**config.mk**
```make
export PLATFORM = sky130hd
export DESIGN_NAME = hamm_window_ctrl_flat
export DESIGN_NICKNAME = d
export VERILOG_FILES = /design/src/rtl/hamm_window_ctrl_pkg.sv /design/src/rtl/hamm_window_ctrl_if.sv /design/src/rtl/hamm_window_ctrl_mult_r_q15.sv /design/src/rtl/hamm_window_ctrl.sv /design/src/flat_wrapper.sv
export SDC_FILE = /design/constraint.sdc
export NUM_CORES = 1
export LEC_CHECK = 0
export CORE_MARGIN = 2
export CORE_UTILIZATION = 50
export DETAILED_ROUTE_END_ITERATION = 10
export PLACE_DENSITY = 0.66
export SLEW_MARGIN = 10
export SYNTH_ARGS = -nofsm -noshare
export SYNTH_HDL_FRONTEND = slang
export SYNTH_SLANG_ARGS = --single-unit
export TNS_END_PERCENT = 10
```
**constraint.sdc**
```tcl
create_clock -name clock -period 3.5 [get_ports clock]
set_input_delay 0.7 -clock clock [delete_from_list [all_inputs] [get_ports clock]]
set_output_delay 0.7 -clock clock [all_outputs]
set_load 0.03 [all_outputs]
```
**src/rtl/hamm_window_ctrl_pkg.sv**
```systemverilog
// Shared constants, Q15 limits and FSM encoding for the LPC Hamming window stage.
package hamm_window_ctrl_pkg;
  localparam int          L_WINDOW    = 240;
  localparam int          ADDR_W      = 8;
  localparam int          DATA_W      = 16;
  localparam logic [7:0]  SPEECH_BASE = 8'd0;

  localparam logic [15:0] MAX_16    = 16'h7FFF;
  localparam logic [15:0] MIN_16    = 16'h8000;
  localparam logic [31:0] ROUND_Q15 = 32'h0000_4000;

  typedef enum logic [2:0] {
    S_IDLE  = 3'd0,
    S_FETCH = 3'd1,
    S_MULT  = 3'd2,
    S_WRITE = 3'd3,
    S_DONE  = 3'd4
  } state_t;
endpackage

```
**src/rtl/hamm_window_ctrl_if.sv**
```systemverilog
// Memory-read and buffer-write signals between the window controller and its neighbours.
interface hamm_window_ctrl_if;
  import hamm_window_ctrl_pkg::*;

  logic              start;
  logic [ADDR_W-1:0] Speech_Addr;
  logic [DATA_W-1:0] Speech_In;
  logic [ADDR_W-1:0] Hamm_Addr;
  logic [DATA_W-1:0] Hamm_In;
  logic              Out_Write;
  logic [ADDR_W-1:0] Out_Count;
  logic [DATA_W-1:0] Out_Sample;
  logic              done;

  modport master (
    input  start, Speech_In, Hamm_In,
    output Speech_Addr, Hamm_Addr, Out_Write, Out_Count, Out_Sample, done
  );

  modport slave (
    output start, Speech_In, Hamm_In,
    input  Speech_Addr, Hamm_Addr, Out_Write, Out_Count, Out_Sample, done
  );
endinterface

```
**src/rtl/hamm_window_ctrl_mult_r_q15.sv**
```systemverilog
// G.729 mult_r: Q15 x Q15 signed multiply with round-to-nearest and 16-bit saturation.
module mult_r_q15
  import hamm_window_ctrl_pkg::*;
(
  input  logic signed [15:0] a,
  input  logic signed [15:0] b,
  output logic        [15:0] y
);
  logic signed [31:0] prod;
  logic signed [31:0] rnd;
  logic signed [31:0] shr;

  always_comb begin
    prod = a * b;
    rnd  = prod + $signed(ROUND_Q15);
    shr  = rnd >>> 15;
    // Only -32768 * -32768 can exceed the positive limit; the negative clamp is kept for symmetry.
    if (shr > 32'sd32767) begin
      y = MAX_16;
    end else if (shr < -32'sd32768) begin
      y = MIN_16;
    end else begin
      y = shr[15:0];
    end
  end
endmodule

```
**src/rtl/hamm_window_ctrl.sv**
```systemverilog
// Reads a 240-sample speech window, applies the Hamming ROM via mult_r and streams results out.
module hamm_window_ctrl
  import hamm_window_ctrl_pkg::*;
(
  input  logic                clock,
  input  logic                reset,
  hamm_window_ctrl_if.master  bus
);
  state_t            state_q, state_d;
  logic [ADDR_W-1:0] idx_q, idx_d;
  logic [ADDR_W-1:0] speech_addr_q, speech_addr_d;
  logic [ADDR_W-1:0] hamm_addr_q, hamm_addr_d;
  logic [ADDR_W-1:0] out_count_q, out_count_d;
  logic [DATA_W-1:0] out_sample_q, out_sample_d;
  logic [DATA_W-1:0] prod;
  logic              last_idx;

  mult_r_q15 u_mult (
    .a (bus.Speech_In),
    .b (bus.Hamm_In),
    .y (prod)
  );

  assign last_idx = (idx_q == ADDR_W'(L_WINDOW - 1));

  always_comb begin
    state_d       = state_q;
    idx_d         = idx_q;
    speech_addr_d = speech_addr_q;
    hamm_addr_d   = hamm_addr_q;
    out_count_d   = out_count_q;
    out_sample_d  = out_sample_q;
    unique case (state_q)
      S_IDLE: begin
        if (bus.start) begin
          idx_d         = '0;
          speech_addr_d = SPEECH_BASE;
          hamm_addr_d   = '0;
          state_d       = S_FETCH;
        end
      end
      S_FETCH: state_d = S_MULT;
      S_MULT: begin
        out_sample_d = prod;
        out_count_d  = idx_q;
        state_d      = S_WRITE;
      end
      S_WRITE: begin
        if (last_idx) begin
          state_d = S_DONE;
        end else begin
          // Addresses only move on FETCH entry so the memories see a stable read.
          idx_d         = idx_q + 1'b1;
          speech_addr_d = SPEECH_BASE + idx_q + 1'b1;
          hamm_addr_d   = idx_q + 1'b1;
          state_d       = S_FETCH;
        end
      end
      S_DONE:  state_d = S_IDLE;
      default: state_d = S_IDLE;
    endcase
  end

  always_ff @(posedge clock or negedge reset) begin
    if (!reset) begin
      state_q       <= S_IDLE;
      idx_q         <= '0;
      speech_addr_q <= '0;
      hamm_addr_q   <= '0;
      out_count_q   <= '0;
      out_sample_q  <= '0;
    end else begin
      state_q       <= state_d;
      idx_q         <= idx_d;
      speech_addr_q <= speech_addr_d;
      hamm_addr_q   <= hamm_addr_d;
      out_count_q   <= out_count_d;
      out_sample_q  <= out_sample_d;
    end
  end

  assign bus.Speech_Addr = speech_addr_q;
  assign bus.Hamm_Addr   = hamm_addr_q;
  assign bus.Out_Count   = out_count_q;
  assign bus.Out_Sample  = out_sample_q;
  assign bus.Out_Write   = (state_q == S_WRITE);
  assign bus.done        = (state_q == S_DONE);
endmodule

```
**src/flat_wrapper.sv**
```systemverilog
// flat-port wrapper written by rule: the top's interface ports become plain ports
module hamm_window_ctrl_flat import hamm_window_ctrl_pkg::*;
  (clock, reset, bus_start, bus_Speech_In, bus_Hamm_In, bus_Speech_Addr, bus_Hamm_Addr, bus_Out_Write, bus_Out_Count, bus_Out_Sample, bus_done);
  hamm_window_ctrl_if bus_i ();
  input  logic clock;
  input  logic reset;
  input wire logic [$bits(bus_i.start)-1:0] bus_start;
  input wire logic [$bits(bus_i.Speech_In)-1:0] bus_Speech_In;
  input wire logic [$bits(bus_i.Hamm_In)-1:0] bus_Hamm_In;
  output wire logic [$bits(bus_i.Speech_Addr)-1:0] bus_Speech_Addr;
  output wire logic [$bits(bus_i.Hamm_Addr)-1:0] bus_Hamm_Addr;
  output wire logic [$bits(bus_i.Out_Write)-1:0] bus_Out_Write;
  output wire logic [$bits(bus_i.Out_Count)-1:0] bus_Out_Count;
  output wire logic [$bits(bus_i.Out_Sample)-1:0] bus_Out_Sample;
  output wire logic [$bits(bus_i.done)-1:0] bus_done;
  assign bus_i.start = bus_start;
  assign bus_i.Speech_In = bus_Speech_In;
  assign bus_i.Hamm_In = bus_Hamm_In;
  assign bus_Speech_Addr = bus_i.Speech_Addr;
  assign bus_Hamm_Addr = bus_i.Hamm_Addr;
  assign bus_Out_Write = bus_i.Out_Write;
  assign bus_Out_Count = bus_i.Out_Count;
  assign bus_Out_Sample = bus_i.Out_Sample;
  assign bus_done = bus_i.done;
  hamm_window_ctrl u_core (.clock(clock), .reset(reset), .bus(bus_i));
endmodule
```
==> results.md <==
* Outcome: finished, violations left
* Violations in the final reports: negative setup slack
* Final hold violations at 0
* Critical Path Source Type: input port
* Count of buffers from port buffering at 76
* R2R Setup Slk at 1060 ps
* Share of synthesized flip-flops with an asynchronous set or reset at 1.000
* First-pass detailed-route iteration total at 5
* Largest area contributor in the synthesized netlist: sky130_fd_sc_hd__fa_1
* Worst Hold Class: reg -> reg
* Grt total ovfl at 0
* Number of DRC violations after detailed-routing iteration 0 at 402
* Most repeated cell in the gate-level netlist after synthesis: sky130_fd_sc_hd__inv_1
* Most used DFF post-synth: sky130_fd_sc_hd__dfrtp_1
* Placer congestion estimate at 0.8943
* Layout overhead on the synthesized area at 29.99%
* Leading cell types by total area after synthesis: sky130_fd_sc_hd__fa_1 (46%), sky130_fd_sc_hd__inv_1 (9.5%), sky130_fd_sc_hd__ha_1 (8.5%), sky130_fd_sc_hd__dfrtp_1 (7.7%), sky130_fd_sc_hd__and2_1 (6.7%)
* Average routed wire per standard cell at 16.25 um
* Clock tree from TritonCTS: yes
* Die outline area at 24060 um2
* Filler Cells Inserted at 1802
* Maximum fanout encountered on the critical timing path at 6
* Final cycle utilization of the critical path at 1.895
* Routed wire length at 28790 um
* Fraction of synthesized area in multiplexers at 0.009753
* Compound-Gate Fraction of Synth Area at 0.07704
* Max Cap Viol at 0
* Post-synthesis cell count at 1227
* Number of global-route vias before repair at 9846
* Main combinational cell family by area after synthesis: adder cells
* Cell depth of the worst min-delay path at 2
* Top cells by instance count after synthesis: sky130_fd_sc_hd__inv_1 (289), sky130_fd_sc_hd__fa_1 (262), sky130_fd_sc_hd__nand2_1 (153), sky130_fd_sc_hd__and2_1 (122), sky130_fd_sc_hd__ha_1 (78)
* H-tree lvl count at 2
* Antenna violations before repair at 0
* Mapped Avg Cell Area at 9.305 um2
* Post-Synth XOR/XNOR Area at 0.01841
* Final critical-path required period at 6632 ps
* Synth Area in Adders at 0.5449
* Worst setup skew after layout at 3.553 ps
* Remaining routing DRC violations at 0
* Number of vias in the routed layout at 9046
* Clock root cell: sky130_fd_sc_hd__clkbuf_16
* Effective utilization at floorplan at 0.5074
* Signal arrival time at the worst endpoint at 6780 ps
* Horizontal die dimension at 155.1 um
* Number of buffers created by CTS at 5
* Mapped cell area at 11420 um2
* Fin nets at 1861
* Num rows at 55
* Worst Reg2Reg Path Length in Cells at 8
* DPL Wire Length at 23730 um
* EDFF count, synth at 0
* Number of antenna repair diodes at 0
* Setup violations, final at 16
* RSZ-0062 raised after global routing: yes
* Clk sink count at 35
* Simple logic cell fraction of the synthesized area at 0.1548
* Fraction of layout instances using a drive strength above 1 at 0.2322
* Global-route wire length before repair at 47580 um
* Floorplan die height at 155.1 um
* Worst slew margin relative to its limit at 0.5490
* Total Neg Setup Slack at -49610 ps
* Yosys cell types at 57
* Smallest setup slack after layout at -3132 ps
* Max Buffers Root-to-Sink at 2
* Seq cells post-synth at 35
* Proportion of synthesized chip area in sequential cells at 0.07671
* Placeable core area at 22500 um2
* Top-level port count at 77
* Max-slew violation count at 0
* Worst Setup Slack post-DPL at -3718 ps
* Crit Path Category: in -> reg
* Synth top area share at 0.4594
* Kind of end point of the critical path: flip-flop
* Largest net degree at the start of global routing at 36
* Clk Latency, worst-skew pair at 270 ps
* Max frequency at 150.8 MHz
* Total routing resource utilization after global routing at 0.2454
* Required time of the worst setup path at 3650 ps
* Number of nets with antenna violations after routing at 0
* Number of synthesis warnings at 0
* Number of nets in the synthesized netlist at 1602
* Number of vias per cell after detailed routing at 5.108
* Slew at the pin closest to its max-slew limit at 674.9 ps
* Clock-pin slew of the registers on the worst-case setup and hold paths at 50 ps
## worst max-delay path: stages
cell,delay (ps)
sky130_fd_sc_hd__buf_6,110
sky130_fd_sc_hd__buf_12,130
sky130_fd_sc_hd__and2_4,140
sky130_fd_sc_hd__fa_2,630
sky130_fd_sc_hd__fa_2,500
sky130_fd_sc_hd__buf_12,160
sky130_fd_sc_hd__buf_6,110
sky130_fd_sc_hd__fa_1,450
sky130_fd_sc_hd__fa_1,520
sky130_fd_sc_hd__fa_1,520
sky130_fd_sc_hd__fa_1,580
sky130_fd_sc_hd__ha_4,230
sky130_fd_sc_hd__nand4_1,120
sky130_fd_sc_hd__nor2_1,70
sky130_fd_sc_hd__or4_4,530
sky130_fd_sc_hd__a221o_1,350
sky130_fd_sc_hd__a21oi_2,170
sky130_fd_sc_hd__buf_4,140
sky130_fd_sc_hd__nand3_4,150
sky130_fd_sc_hd__clkbuf_16,210
sky130_fd_sc_hd__a31oi_2,200
sky130_fd_sc_hd__o31ai_2,80
## final timing paths
check | start | end
max in group asynchronous | reset | u_core.bus.Out_Sample[9]$_DFFE_PN0P_
setup reg to reg | u_core.bus.Speech_Addr[0]$_DFFE_PN0P_ | u_core.bus.Speech_Addr[7]$_DFFE_PN0P_
hold / removal | u_core.bus.Out_Sample[6]$_DFFE_PN0P_ | u_core.bus.Out_Sample[6]$_DFFE_PN0P_
min in group asynchronous | reset | u_core.state_q[0]$_DFFE_PN0P_
hold reg to reg | u_core.bus.Out_Sample[6]$_DFFE_PN0P_ | u_core.bus.Out_Sample[6]$_DFFE_PN0P_
setup / recovery | bus_Speech_In[15] | u_core.bus.Out_Sample[0]$_DFFE_PN0P_
## placed cells by master (no fill, tap or decap), types with 8 or more instances in the layout
master,Yosys,final
sky130_fd_sc_hd__xor2_1,10,10
sky130_fd_sc_hd__dfrtp_1,35,35
sky130_fd_sc_hd__buf_4,8,198
sky130_fd_sc_hd__a21o_1,11,10
sky130_fd_sc_hd__dlymetal6s2s_1,0,18
sky130_fd_sc_hd__ha_4,0,9
sky130_fd_sc_hd__ha_1,78,68
sky130_fd_sc_hd__buf_12,0,11
sky130_fd_sc_hd__and2_4,0,8
sky130_fd_sc_hd__nand3_1,8,8
sky130_fd_sc_hd__inv_2,0,9
sky130_fd_sc_hd__nand2_1,153,145
sky130_fd_sc_hd__o31ai_2,10,13
sky130_fd_sc_hd__fa_2,0,10
sky130_fd_sc_hd__a21oi_1,24,22
sky130_fd_sc_hd__clkbuf_2,0,8
sky130_fd_sc_hd__xnor2_1,14,14
sky130_fd_sc_hd__nand2b_1,8,8
sky130_fd_sc_hd__nor2_1,28,28
sky130_fd_sc_hd__nand4_1,8,8
sky130_fd_sc_hd__mux2_2,9,9
sky130_fd_sc_hd__clkdlybuf4s50_1,0,47
sky130_fd_sc_hd__and2_1,122,114
sky130_fd_sc_hd__fa_1,262,252
sky130_fd_sc_hd__inv_1,289,279
sky130_fd_sc_hd__o21ai_0,18,14
sky130_fd_sc_hd__clkbuf_16,0,10
sky130_fd_sc_hd__o21a_1,8,8
sky130_fd_sc_hd__buf_6,3,17
## registers in the layout, summed over array words and instances, names as in the netlist
| name | flops |
|---|---|
| u_core.bus.Out_Sample | 16 |
| u_core.bus.Out_Count | 8 |
| u_core.bus.Speech_Addr | 8 |
| u_core.state_q | 3 |
## per-stage QoR
step / instances / hold WS [ps] / utilization / cell area (um2)
6_report: 1771 / 477.6 / 0.6596 / 14840
5_1_grt: 1771 / 501.6 / 0.6596 / 14840
4_1_cts: 1729 / 482.5 / 0.6254 / 14070
3_5_place_dp: 1722 / 472.4 / 0.6163 / 13870
3_3_place_gp: 1722 / 464.6 / 0.6163 / 13870
2_1_floorplan: 1227 / 404.4 / - / 11490
## metal layers
layer  vias up  share of wire  track usage
li1       4218              -            -
met1      4617           0.42       0.3195
met2       172           0.52       0.4468
met3        39          0.039      0.02396
met4         0          0.020      0.05291
met5         -              0            0
## repair_timing
item | 4_1_cts | 5_1_grt
pin swaps | 2 | 74
cloned | 0 | 6
resized for setup | 23 | 123
hold buffers | 0 | 0
buffers inserted | 0 | 36
setup endpoints to repair | 16 | 16
hold endpoints to repair | 0 | 0
## layout make-up
cell class,count,area [um2],share of cell area
clock buffer,6,138.9,0.009358
clock inverter,1,5.005,0.0003372
inverter,289,1089,0.07334
multi-input combinational,847,9574,0.6451
sequential,35,875.8,0.05901
tap,285,356.6,0.02403
timing repair buffer,308,2803,0.1888
## kinds of logic (layout without fill, tap and decap cells)
logic type                 Yosys count  after routing
and+or+nand+nor                    354            354
AOI/OAI and AO/OA                  119            119
muxes                               10             10
adders and majority gates          340            340
buffers and inverters              345            604
xor gates and xnor gates            24             24
DFF                                 35             35
Power is left out: the tool's default activity adds up to more than one toggle a clock period on the data nets, which glitch-free logic cannot reach.
